`config.mk`:
```
export PLATFORM = sky130hd
export DESIGN_NAME = div_iter
export DESIGN_NICKNAME = d
export VERILOG_FILES = /design/src/rtl/div_iter_pkg.sv /design/src/rtl/div_iter_step.sv /design/src/rtl/div_iter.sv
export SDC_FILE = /design/constraint.sdc
export NUM_CORES = 1
export LEC_CHECK = 0
export BUFFER_PORTS_ARGS = -buffer_cell sky130_fd_sc_hd__buf_2
export CAP_MARGIN = 5
export CORE_AREA = 2 2 198 161
export DETAILED_ROUTE_END_ITERATION = 10
export DIE_AREA = 0 0 200 163
export HOLD_SLACK_MARGIN = 0.15
export PLACE_DENSITY = 0.5
export SLEW_MARGIN = 20
export SYNTH_ARGS = -nofsm -noshare
export SYNTH_HDL_FRONTEND = slang
export SYNTH_SLANG_ARGS = --single-unit
```
`constraint.sdc`:
```
create_clock -name clk -period 9.1 [get_ports clk]
set_input_delay 1.365 -clock clk [delete_from_list [all_inputs] [get_ports clk]]
set_output_delay 1.365 -clock clk [all_outputs]
set_load 0.005 [all_outputs]
```
`src/rtl/div_iter_pkg.sv`:
```
// -----------------------------------------------------------------------------
// div_iter_pkg
// Shared definitions for the iterative divider and its ex-stage client:
//   - div_state_e       : divider FSM state encoding
//   - DivResultReady /
//     DivResultNotReady : levels of the ready_o handshake
//   - DivStart/DivStop  : levels of the start_i request from ex
//   - EXE_DIV_OP /
//     EXE_DIVU_OP       : ex->div opcode select, with decode helpers
// -----------------------------------------------------------------------------
package div_iter_pkg;

    typedef enum logic [1:0] {
        DIV_FREE   = 2'b00,
        DIV_BYZERO = 2'b01,
        DIV_ON     = 2'b10,
        DIV_END    = 2'b11
    } div_state_e;

    localparam logic DivResultReady    = 1'b1;
    localparam logic DivResultNotReady = 1'b0;
    localparam logic DivStart          = 1'b1;
    localparam logic DivStop           = 1'b0;

    localparam logic [7:0] EXE_DIV_OP  = 8'b0001_1010;
    localparam logic [7:0] EXE_DIVU_OP = 8'b0001_1011;

    // True when the ex-stage ALU opcode must be routed to the divider.
    function automatic logic div_op_sel(input logic [7:0] aluop);
        return (aluop == EXE_DIV_OP) || (aluop == EXE_DIVU_OP);
    endfunction

    // Signed-mode select derived from the ex-stage opcode.
    function automatic logic div_op_signed(input logic [7:0] aluop);
        return (aluop == EXE_DIV_OP);
    endfunction

endpackage

```
`src/rtl/div_iter_step.sv`:
```
// -----------------------------------------------------------------------------
// div_iter_step (module div_step)
// One restoring-division slice: compares the shifted partial remainder with
// the divisor and subtracts when it fits.
// Ports:
//   rem_i   in  WIDTH+1  partial remainder already shifted left with the next
//                        dividend bit
//   dvs_i   in  WIDTH    divisor magnitude
//   rem_o   out WIDTH    next partial remainder (always < divisor)
//   qbit_o  out 1        quotient bit produced by this step
// -----------------------------------------------------------------------------
import div_iter_pkg::*;

module div_step #(
    parameter int WIDTH = 32
) (
    input  logic [WIDTH:0]   rem_i,
    input  logic [WIDTH-1:0] dvs_i,
    output logic [WIDTH-1:0] rem_o,
    output logic             qbit_o
);

    logic [WIDTH:0] w_diff;
    logic           w_fits;

    assign w_diff = rem_i - {1'b0, dvs_i};
    assign w_fits = (rem_i >= {1'b0, dvs_i});

    // Restore (keep the old remainder) when the divisor does not fit. The
    // upper bit is dropped because the kept value is always below 2^WIDTH.
    always_comb begin
        rem_o  = rem_i[WIDTH-1:0];
        qbit_o = 1'b0;
        if (w_fits) begin
            rem_o  = w_diff[WIDTH-1:0];
            qbit_o = 1'b1;
        end else begin
            rem_o  = rem_i[WIDTH-1:0];
            qbit_o = 1'b0;
        end
    end

endmodule

```
`src/rtl/div_iter.sv`:
```
// -----------------------------------------------------------------------------
// div_iter
// Multi-cycle restoring divider for DIV/DIVU. One quotient bit per cycle,
// result returned as {remainder (HI), quotient (LO)}. busy_o feeds the ex
// stall request; annul_i aborts an operation in flight (branch-delay annul).
// Configuration macro: DIV_ZERO_FAST_EN
//   defined   : a zero divisor takes the BYZERO fast path (ready in cycle 2)
//   undefined : a zero divisor runs the full iteration, result forced to 0
// Ports:
//   clk, rst      clock, synchronous active-high reset
//   signed_div_i  1 = signed divide, 0 = unsigned (sampled in FREE only)
//   opdata1_i     dividend          (sampled in FREE only)
//   opdata2_i     divisor           (sampled in FREE only)
//   start_i       request, held by ex until the result is consumed
//   annul_i       abort (ignored once the result is ready)
//   result_o      {remainder, quotient}, registered
//   ready_o       result_o valid, registered
//   busy_o        operation in progress, registered
//   dbz_o         divide-by-zero flag, valid with ready_o, registered
// -----------------------------------------------------------------------------
import div_iter_pkg::*;

module div_iter #(
    parameter int WIDTH = 32,
    parameter int CNT_W = $clog2(WIDTH + 1)
) (
    input  logic               clk,
    input  logic               rst,
    input  logic               signed_div_i,
    input  logic [WIDTH-1:0]   opdata1_i,
    input  logic [WIDTH-1:0]   opdata2_i,
    input  logic               start_i,
    input  logic               annul_i,
    output logic [2*WIDTH-1:0] result_o,
    output logic               ready_o,
    output logic               busy_o,
    output logic               dbz_o
);

    // State and datapath registers. r_dvd starts as the dividend magnitude
    // and is shifted left each step while quotient bits enter at the bottom,
    // so after WIDTH steps it holds the quotient magnitude.
    div_state_e         r_state;
    logic [CNT_W-1:0]   r_cnt;
    logic [WIDTH-1:0]   r_dvd;
    logic [WIDTH-1:0]   r_dvs;
    logic [WIDTH-1:0]   r_rem;
    logic               r_negq;
    logic               r_negr;
    logic               r_zero;
    logic [2*WIDTH-1:0] r_result;
    logic               r_ready;
    logic               r_busy;
    logic               r_dbz;

    div_state_e         w_state_nxt;
    logic [CNT_W-1:0]   w_cnt_nxt;
    logic [WIDTH-1:0]   w_dvd_nxt;
    logic [WIDTH-1:0]   w_dvs_nxt;
    logic [WIDTH-1:0]   w_rem_nxt;
    logic               w_negq_nxt;
    logic               w_negr_nxt;
    logic               w_zero_nxt;
    logic [2*WIDTH-1:0] w_result_nxt;
    logic               w_dbz_nxt;
    logic               w_ready_nxt;
    logic               w_busy_nxt;

    logic               w_sgn1;
    logic               w_sgn2;
    logic [WIDTH-1:0]   w_mag1;
    logic [WIDTH-1:0]   w_mag2;
    logic [WIDTH:0]     w_partial;
    logic [WIDTH-1:0]   w_step_rem;
    logic               w_step_qbit;
    logic [WIDTH-1:0]   w_quo_fix;
    logic [WIDTH-1:0]   w_rem_fix;
    logic               w_accept;

    // Operand signs only matter in signed mode. Negating the most negative
    // value wraps to itself, which read as unsigned is its correct magnitude.
    assign w_sgn1   = signed_div_i & opdata1_i[WIDTH-1];
    assign w_sgn2   = signed_div_i & opdata2_i[WIDTH-1];
    assign w_mag1   = w_sgn1 ? (~opdata1_i + {{(WIDTH-1){1'b0}}, 1'b1}) : opdata1_i;
    assign w_mag2   = w_sgn2 ? (~opdata2_i + {{(WIDTH-1){1'b0}}, 1'b1}) : opdata2_i;
    assign w_accept = (start_i == DivStart) && !annul_i;

    assign w_partial = {r_rem, r_dvd[WIDTH-1]};

    div_step #(
        .WIDTH (WIDTH)
    ) u_step (
        .rem_i  (w_partial),
        .dvs_i  (r_dvs),
        .rem_o  (w_step_rem),
        .qbit_o (w_step_qbit)
    );

    // Sign fix-up: quotient negative when signs differ, remainder follows
    // the dividend. Flags are already cleared for unsigned operations.
    assign w_quo_fix = r_negq ? (~r_dvd + {{(WIDTH-1){1'b0}}, 1'b1}) : r_dvd;
    assign w_rem_fix = r_negr ? (~r_rem + {{(WIDTH-1){1'b0}}, 1'b1}) : r_rem;

    // Next-state, datapath and output logic of the divider FSM.
    always_comb begin
        w_state_nxt  = r_state;
        w_cnt_nxt    = r_cnt;
        w_dvd_nxt    = r_dvd;
        w_dvs_nxt    = r_dvs;
        w_rem_nxt    = r_rem;
        w_negq_nxt   = r_negq;
        w_negr_nxt   = r_negr;
        w_zero_nxt   = r_zero;
        w_result_nxt = r_result;
        w_dbz_nxt    = r_dbz;

        case (r_state)
            DIV_FREE: begin
                w_result_nxt = {(2*WIDTH){1'b0}};
                w_dbz_nxt    = 1'b0;
                if (w_accept) begin
                    w_dvd_nxt  = w_mag1;
                    w_dvs_nxt  = w_mag2;
                    w_rem_nxt  = {WIDTH{1'b0}};
                    w_cnt_nxt  = {CNT_W{1'b0}};
                    w_negq_nxt = w_sgn1 ^ w_sgn2;
                    w_negr_nxt = w_sgn1;
                    w_zero_nxt = (opdata2_i == {WIDTH{1'b0}});
`ifdef DIV_ZERO_FAST_EN
                    if (opdata2_i == {WIDTH{1'b0}}) begin
                        w_state_nxt = DIV_BYZERO;
                    end else begin
                        w_state_nxt = DIV_ON;
                    end
`else
                    w_state_nxt = DIV_ON;
`endif
                end else begin
                    w_state_nxt = DIV_FREE;
                end
            end

`ifdef DIV_ZERO_FAST_EN
            DIV_BYZERO: begin
                if (annul_i) begin
                    w_state_nxt  = DIV_FREE;
                    w_result_nxt = {(2*WIDTH){1'b0}};
                    w_dbz_nxt    = 1'b0;
                end else begin
                    w_state_nxt  = DIV_END;
                    w_result_nxt = {(2*WIDTH){1'b0}};
                    w_dbz_nxt    = 1'b1;
                end
            end
`endif

            DIV_ON: begin
                if (annul_i) begin
                    w_state_nxt  = DIV_FREE;
                    w_result_nxt = {(2*WIDTH){1'b0}};
                    w_dbz_nxt    = 1'b0;
                end else if (r_cnt != CNT_W'(WIDTH)) begin
                    w_rem_nxt = w_step_rem;
                    w_dvd_nxt = {r_dvd[WIDTH-2:0], w_step_qbit};
                    w_cnt_nxt = r_cnt + {{(CNT_W-1){1'b0}}, 1'b1};
                end else begin
                    w_state_nxt = DIV_END;
                    w_dbz_nxt   = r_zero;
                    // A zero divisor only reaches ON in the slow build;
                    // its iteration result is meaningless and is dropped.
                    if (r_zero) begin
                        w_result_nxt = {(2*WIDTH){1'b0}};
                    end else begin
                        w_result_nxt = {w_rem_fix, w_quo_fix};
                    end
                end
            end

            DIV_END: begin
                if (start_i == DivStop) begin
                    w_state_nxt  = DIV_FREE;
                    w_result_nxt = {(2*WIDTH){1'b0}};
                    w_dbz_nxt    = 1'b0;
                end else begin
                    w_state_nxt = DIV_END;
                end
            end

            default: begin
                w_state_nxt  = DIV_FREE;
                w_result_nxt = {(2*WIDTH){1'b0}};
                w_dbz_nxt    = 1'b0;
            end
        endcase

        // Handshake outputs are registered copies of the upcoming state.
        w_ready_nxt = (w_state_nxt == DIV_END) ? DivResultReady : DivResultNotReady;
        w_busy_nxt  = (w_state_nxt == DIV_ON) || (w_state_nxt == DIV_BYZERO);
    end

    // State and datapath registers with synchronous reset.
    always_ff @(posedge clk) begin
        if (rst) begin
            r_state  <= DIV_FREE;
            r_cnt    <= {CNT_W{1'b0}};
            r_dvd    <= {WIDTH{1'b0}};
            r_dvs    <= {WIDTH{1'b0}};
            r_rem    <= {WIDTH{1'b0}};
            r_negq   <= 1'b0;
            r_negr   <= 1'b0;
            r_zero   <= 1'b0;
            r_result <= {(2*WIDTH){1'b0}};
            r_ready  <= DivResultNotReady;
            r_busy   <= 1'b0;
            r_dbz    <= 1'b0;
        end else begin
            r_state  <= w_state_nxt;
            r_cnt    <= w_cnt_nxt;
            r_dvd    <= w_dvd_nxt;
            r_dvs    <= w_dvs_nxt;
            r_rem    <= w_rem_nxt;
            r_negq   <= w_negq_nxt;
            r_negr   <= w_negr_nxt;
            r_zero   <= w_zero_nxt;
            r_result <= w_result_nxt;
            r_ready  <= w_ready_nxt;
            r_busy   <= w_busy_nxt;
            r_dbz    <= w_dbz_nxt;
        end
    end

    assign result_o = r_result;
    assign ready_o  = r_ready;
    assign busy_o   = r_busy;
    assign dbz_o    = r_dbz;

endmodule

```
==> out/metrics.yaml <==
worst_hold_path:
  worstHoldStart: "r_dvs[11]$_SDFFE_PP0P_"
  holdPathStages: 2
  hold_end: "r_dvs[11]$_SDFFE_PP0P_"
  hp-class: "flop to flop"
logic_synthesis:
  syn_nets: 1460
  syn_area_sq_mm: 0.0106
  synthXorXnorAreaFrac_pct: 12.1
  yosysTopAreaCellShare_pct: 32.9
  ys_ff_latch: 174
  synth_seq_area_share_pct: 32.9
  synth_top_area_cell: "dfxtp_1"
  synth_fa_ha_area_share_pct: 4.80
  synthCells: 1351
  post_synth_mux_area_share_pct: 0.757
  synth_top_family_by_area: "compound AO/OA/AOI/OAI gates"
  ys_async_sr_fraction_pct: 0
  synth_compound_area_share_pct: 25.1
  synth_area_leaders: "dfxtp_1 (33%), xnor2_1 (6.5%), nor2_1 (6.4%)"
  synthDistinctLibCells: 61
  synth-simple-area-share_pct: 19.5
  synth_edf_count: 0
  ys.flop_type: "dfxtp_1"
  avgSynthCellArea_sq_um: 7.83
  ys_warn_count: 0
power_and_ir_drop:
  power_leakage_nw: 5.06
  ir_drop_mv: 0.129
  p_per_area_mw_per_mm2: 156
clock_network:
  cts_tree: "built"
  postCtsSetupBuffers: 0
  cts.sinks: 174
  worstSkewPairLatency_ns: 0.44
  cts_buffers: 17
  root_buffer: "clkbuf_16"
  cts.clk_slew.worst_paths_ns: 0.08
  cts_max_level: 4
  postCtsHoldBufs: 0
  ctsLongestPathBuffers: 2
  cts_resized: 0
setup_path:
  cp_max_fo: 6
  critPathRequiredTime_ns: 9.47
  rrSetupSlack_ns: 5.33
  cp.arrival_ns: 4.14
  cp_slowest_cell: "o21ai_1"
  cp-end-kind: "flop"
  r2r_end: "r_rem[30]$_SDFFE_PP0P_"
  reg2reg_depth: 13
  crit_family: "compound AO/OA/AOI/OAI gates"
  path_cells: "inv_1 -> ha_1 -> inv_1 -> fa_1 -> a21o_1 -> a221oi_1 -> a2bb2oi_1 -> a21oi_1 -> o21ai_1 -> o211ai_1 -> and3_1 -> or4_1 -> a21oi_1"
  critPathBufInv: 2
  regToRegStartpoint: "r_dvd[31]$_SDFFE_PP0P_"
  critical_path_class: "flop to flop"
  slowest_delay_ns: 0.52
  cp-start-kind: "flop"
timing:
  period_share_pct: 41.4
  hold_viol: 0
  rsz0062_at_grt: "false"
  max_freq_ghz: 0.265
  skew_ns: 0.0114
  setup_viol: 0
  setup-tns-final_ns: 0
  min_period_ns: 3.77
  report.final.slew_viol_count: 0
  relSlewSlack_pct: 30.9
  worst_slew_pin_slew_ns: 1.04
run_status:
  outcome: "complete, no violations"
die:
  core_sq_mm: 0.0308
  start_util_pct: 34.3
  die_area_sq_mm: 0.0326
  num_rows: 58
  die_y_um: 163
  die_x_um: 200
  io_pins: 136
route:
  post_drt_via_cell_ratio: 5.28
  dr.pass1.iters: 5
  routedWlPerCell_um: 17.7
  drt_iter0_markers: 658
  via_count: 9835
  route.detailed.drc: 0
  ant_nets: 0
  wirelength_um: 32900
finish:
  fin_nets: 1540
  multi_input_area_sq_mm: 0.00661
  fill_cells: 3243
  insertedDiodeCount: 0
  drive_above_1_share_pct: 13.5
  area_growth_pct: 15.1
  seq_area_sq_mm: 0.00348
  stdcell_count: 1864
placed_design:
  place_hpwl_um: 24700
  portBuffers: 135
  gp_congestion: 0.908
  dp_cells: 1832
global_routing:
  grt_max_degree: 68
  grt_pass1_wl_um: 52100
  grt.total_usage_pct: 20.5
  grt_pass1_vias: 8887
  grt-ovfl-total: 0
  antenna_found_initial: 0
job:
  maxCapViolations: 0
==> layer usage <==
layer  share of wire [%]  vias up  track usage (%)
met5                   0        -                0
met3                 4.7       12             3.00
met1                  57     4580             34.6
li1                    -     5009                -
met2                  38      234             26.3
met4                0.60        0             3.67
==> layout by cell type (no fill, tap or decap), types with 9 or more instances in the layout <==
master | synthesis | routed
or3_1 | 14 | 14
or4_1 | 13 | 13
xnor2_1 | 79 | 79
a21oi_1 | 100 | 99
inv_1 | 48 | 48
buf_2 | 2 | 134
nor3_1 | 23 | 23
clkbuf_16 | 0 | 17
a22oi_1 | 41 | 41
o41ai_1 | 10 | 10
a22o_1 | 23 | 23
a211oi_1 | 44 | 44
o21ai_0 | 82 | 82
o211ai_1 | 9 | 9
buf_4 | 0 | 10
ha_1 | 39 | 39
a21o_1 | 17 | 17
nor4_1 | 13 | 13
nand2_1 | 122 | 122
a32oi_1 | 10 | 10
xor2_1 | 67 | 67
nand4_1 | 11 | 11
nand3_1 | 23 | 23
a31oi_1 | 9 | 9
nor2_1 | 179 | 177
dfxtp_1 | 174 | 174
o31ai_1 | 28 | 28
==> state kept, by name (all words and copies together) (netlist names) <==
signal	count
r_zero	1
r_rem	32
dbz_o	1
r_state	2
r_dvs	32
result_o	64
r_cnt	6
r_negq	1
ready_o	1
r_negr	1
busy_o	1
r_dvd	32
==> power breakdown <==
part	leakage [nW]	internal, mW	total, mW	switching [mW]
sequential	1.41	0.782	0.809	0.0267
combinational	3.36	0.122	0.321	0.199
clock	0.289	0.394	0.764	0.370
==> logic make-up (layout without fill, tap and decap cells) <==
logic type | after synthesis | count (layout)
and+or+nand+nor | 445 | 445
AOI/OAI and AO/OA | 405 | 405
DFF | 174 | 174
xor gates and xnor gates | 146 | 146
buffers and inverters | 133 | 226
adders and majority gates | 40 | 40
muxes | 8 | 8
==> Yosys cell counts (all sizes together) (9+ instances only) <==
| cell | n |
|---|---|
| a211oi | 44 |
| a21o | 17 |
| a21oi | 100 |
| a22o | 23 |
| a22oi | 41 |
| a31oi | 9 |
| a32oi | 10 |
| clkbuf | 78 |
| dfxtp | 174 |
| ha | 39 |
| inv | 48 |
| nand2 | 122 |
| nand3 | 23 |
| nand4 | 11 |
| nor2 | 180 |
| nor3 | 23 |
| nor4 | 15 |
| o211ai | 9 |
| o21ai | 84 |
| o31ai | 28 |
| o41ai | 10 |
| or3 | 14 |
| or4 | 14 |
| xnor2 | 79 |
| xor2 | 67 |
==> metrics by stage <==
| stage | total power [mW] | util (%) | worst slack (ns) | area (sq um) | hold WS [ns] |
|---|---|---|---|---|---|
| 5_1_grt | 1.99 | 39.5 | 4.96 | 12200 | 0.486 |
| 2_1_floorplan | 1.04 | - | 5.45 | 10600 | 0.432 |
| 6_report | 1.89 | 39.5 | 5.33 | 12200 | 0.457 |
| 3_5_place_dp | 1.15 | 37.5 | 5.00 | 11600 | 0.450 |
| 4_1_cts | 1.91 | 39.5 | 5.35 | 12200 | 0.462 |
| 3_3_place_gp | 1.14 | 37.4 | 5.08 | 11500 | 0.440 |
==> worst register-to-register path, stage by stage (launching register included) <==
cell and delay [ns]:
dfxtp_1 0.32, inv_1 0.13, ha_1 0.20, inv_1 0.06, fa_1 0.40, a21o_1 0.19, a221oi_1 0.49, a2bb2oi_1 0.28
a21oi_1 0.12, o21ai_1 0.52, o211ai_1 0.23, and3_1 0.21, or4_1 0.40, a21oi_1 0.15
==> worst max path at each step <==
| stage | endpoint | slack (ns) | start | cells past startpoint |
|---|---|---|---|---|
| 6_report | r_rem[30]$_SDFFE_PP0P_ | 5.33 | r_dvd[31]$_SDFFE_PP0P_ | 13 |
| 2_1_floorplan | r_dvd[26]$_SDFFE_PP0P_ | 5.45 | opdata1_i[8] | 9 |
| 3_5_place_dp | r_dvs[27]$_SDFFE_PP0P_ | 5.00 | opdata2_i[0] | 8 |
| 3_3_place_gp | r_dvs[27]$_SDFFE_PP0P_ | 5.08 | opdata2_i[0] | 8 |
| 5_1_grt | r_rem[30]$_SDFFE_PP0P_ | 4.96 | r_dvd[31]$_SDFFE_PP0P_ | 13 |
| 4_1_cts | r_rem[30]$_SDFFE_PP0P_ | 5.35 | r_dvd[31]$_SDFFE_PP0P_ | 13 |
==> cell type report <==
class | count | share of cell area [%]
Inverter | 49 | 1.51
Timing Repair Buffer | 145 | 6.35
Tap cell | 420 | 4.32
Clock buffer | 17 | 3.50
Multi-Input combinational cell | 1044 | 54.3
Clock inverter | 15 | 1.42
Sequential cell | 174 | 28.6
Note: power is estimated with default switching activity, not from simulation.
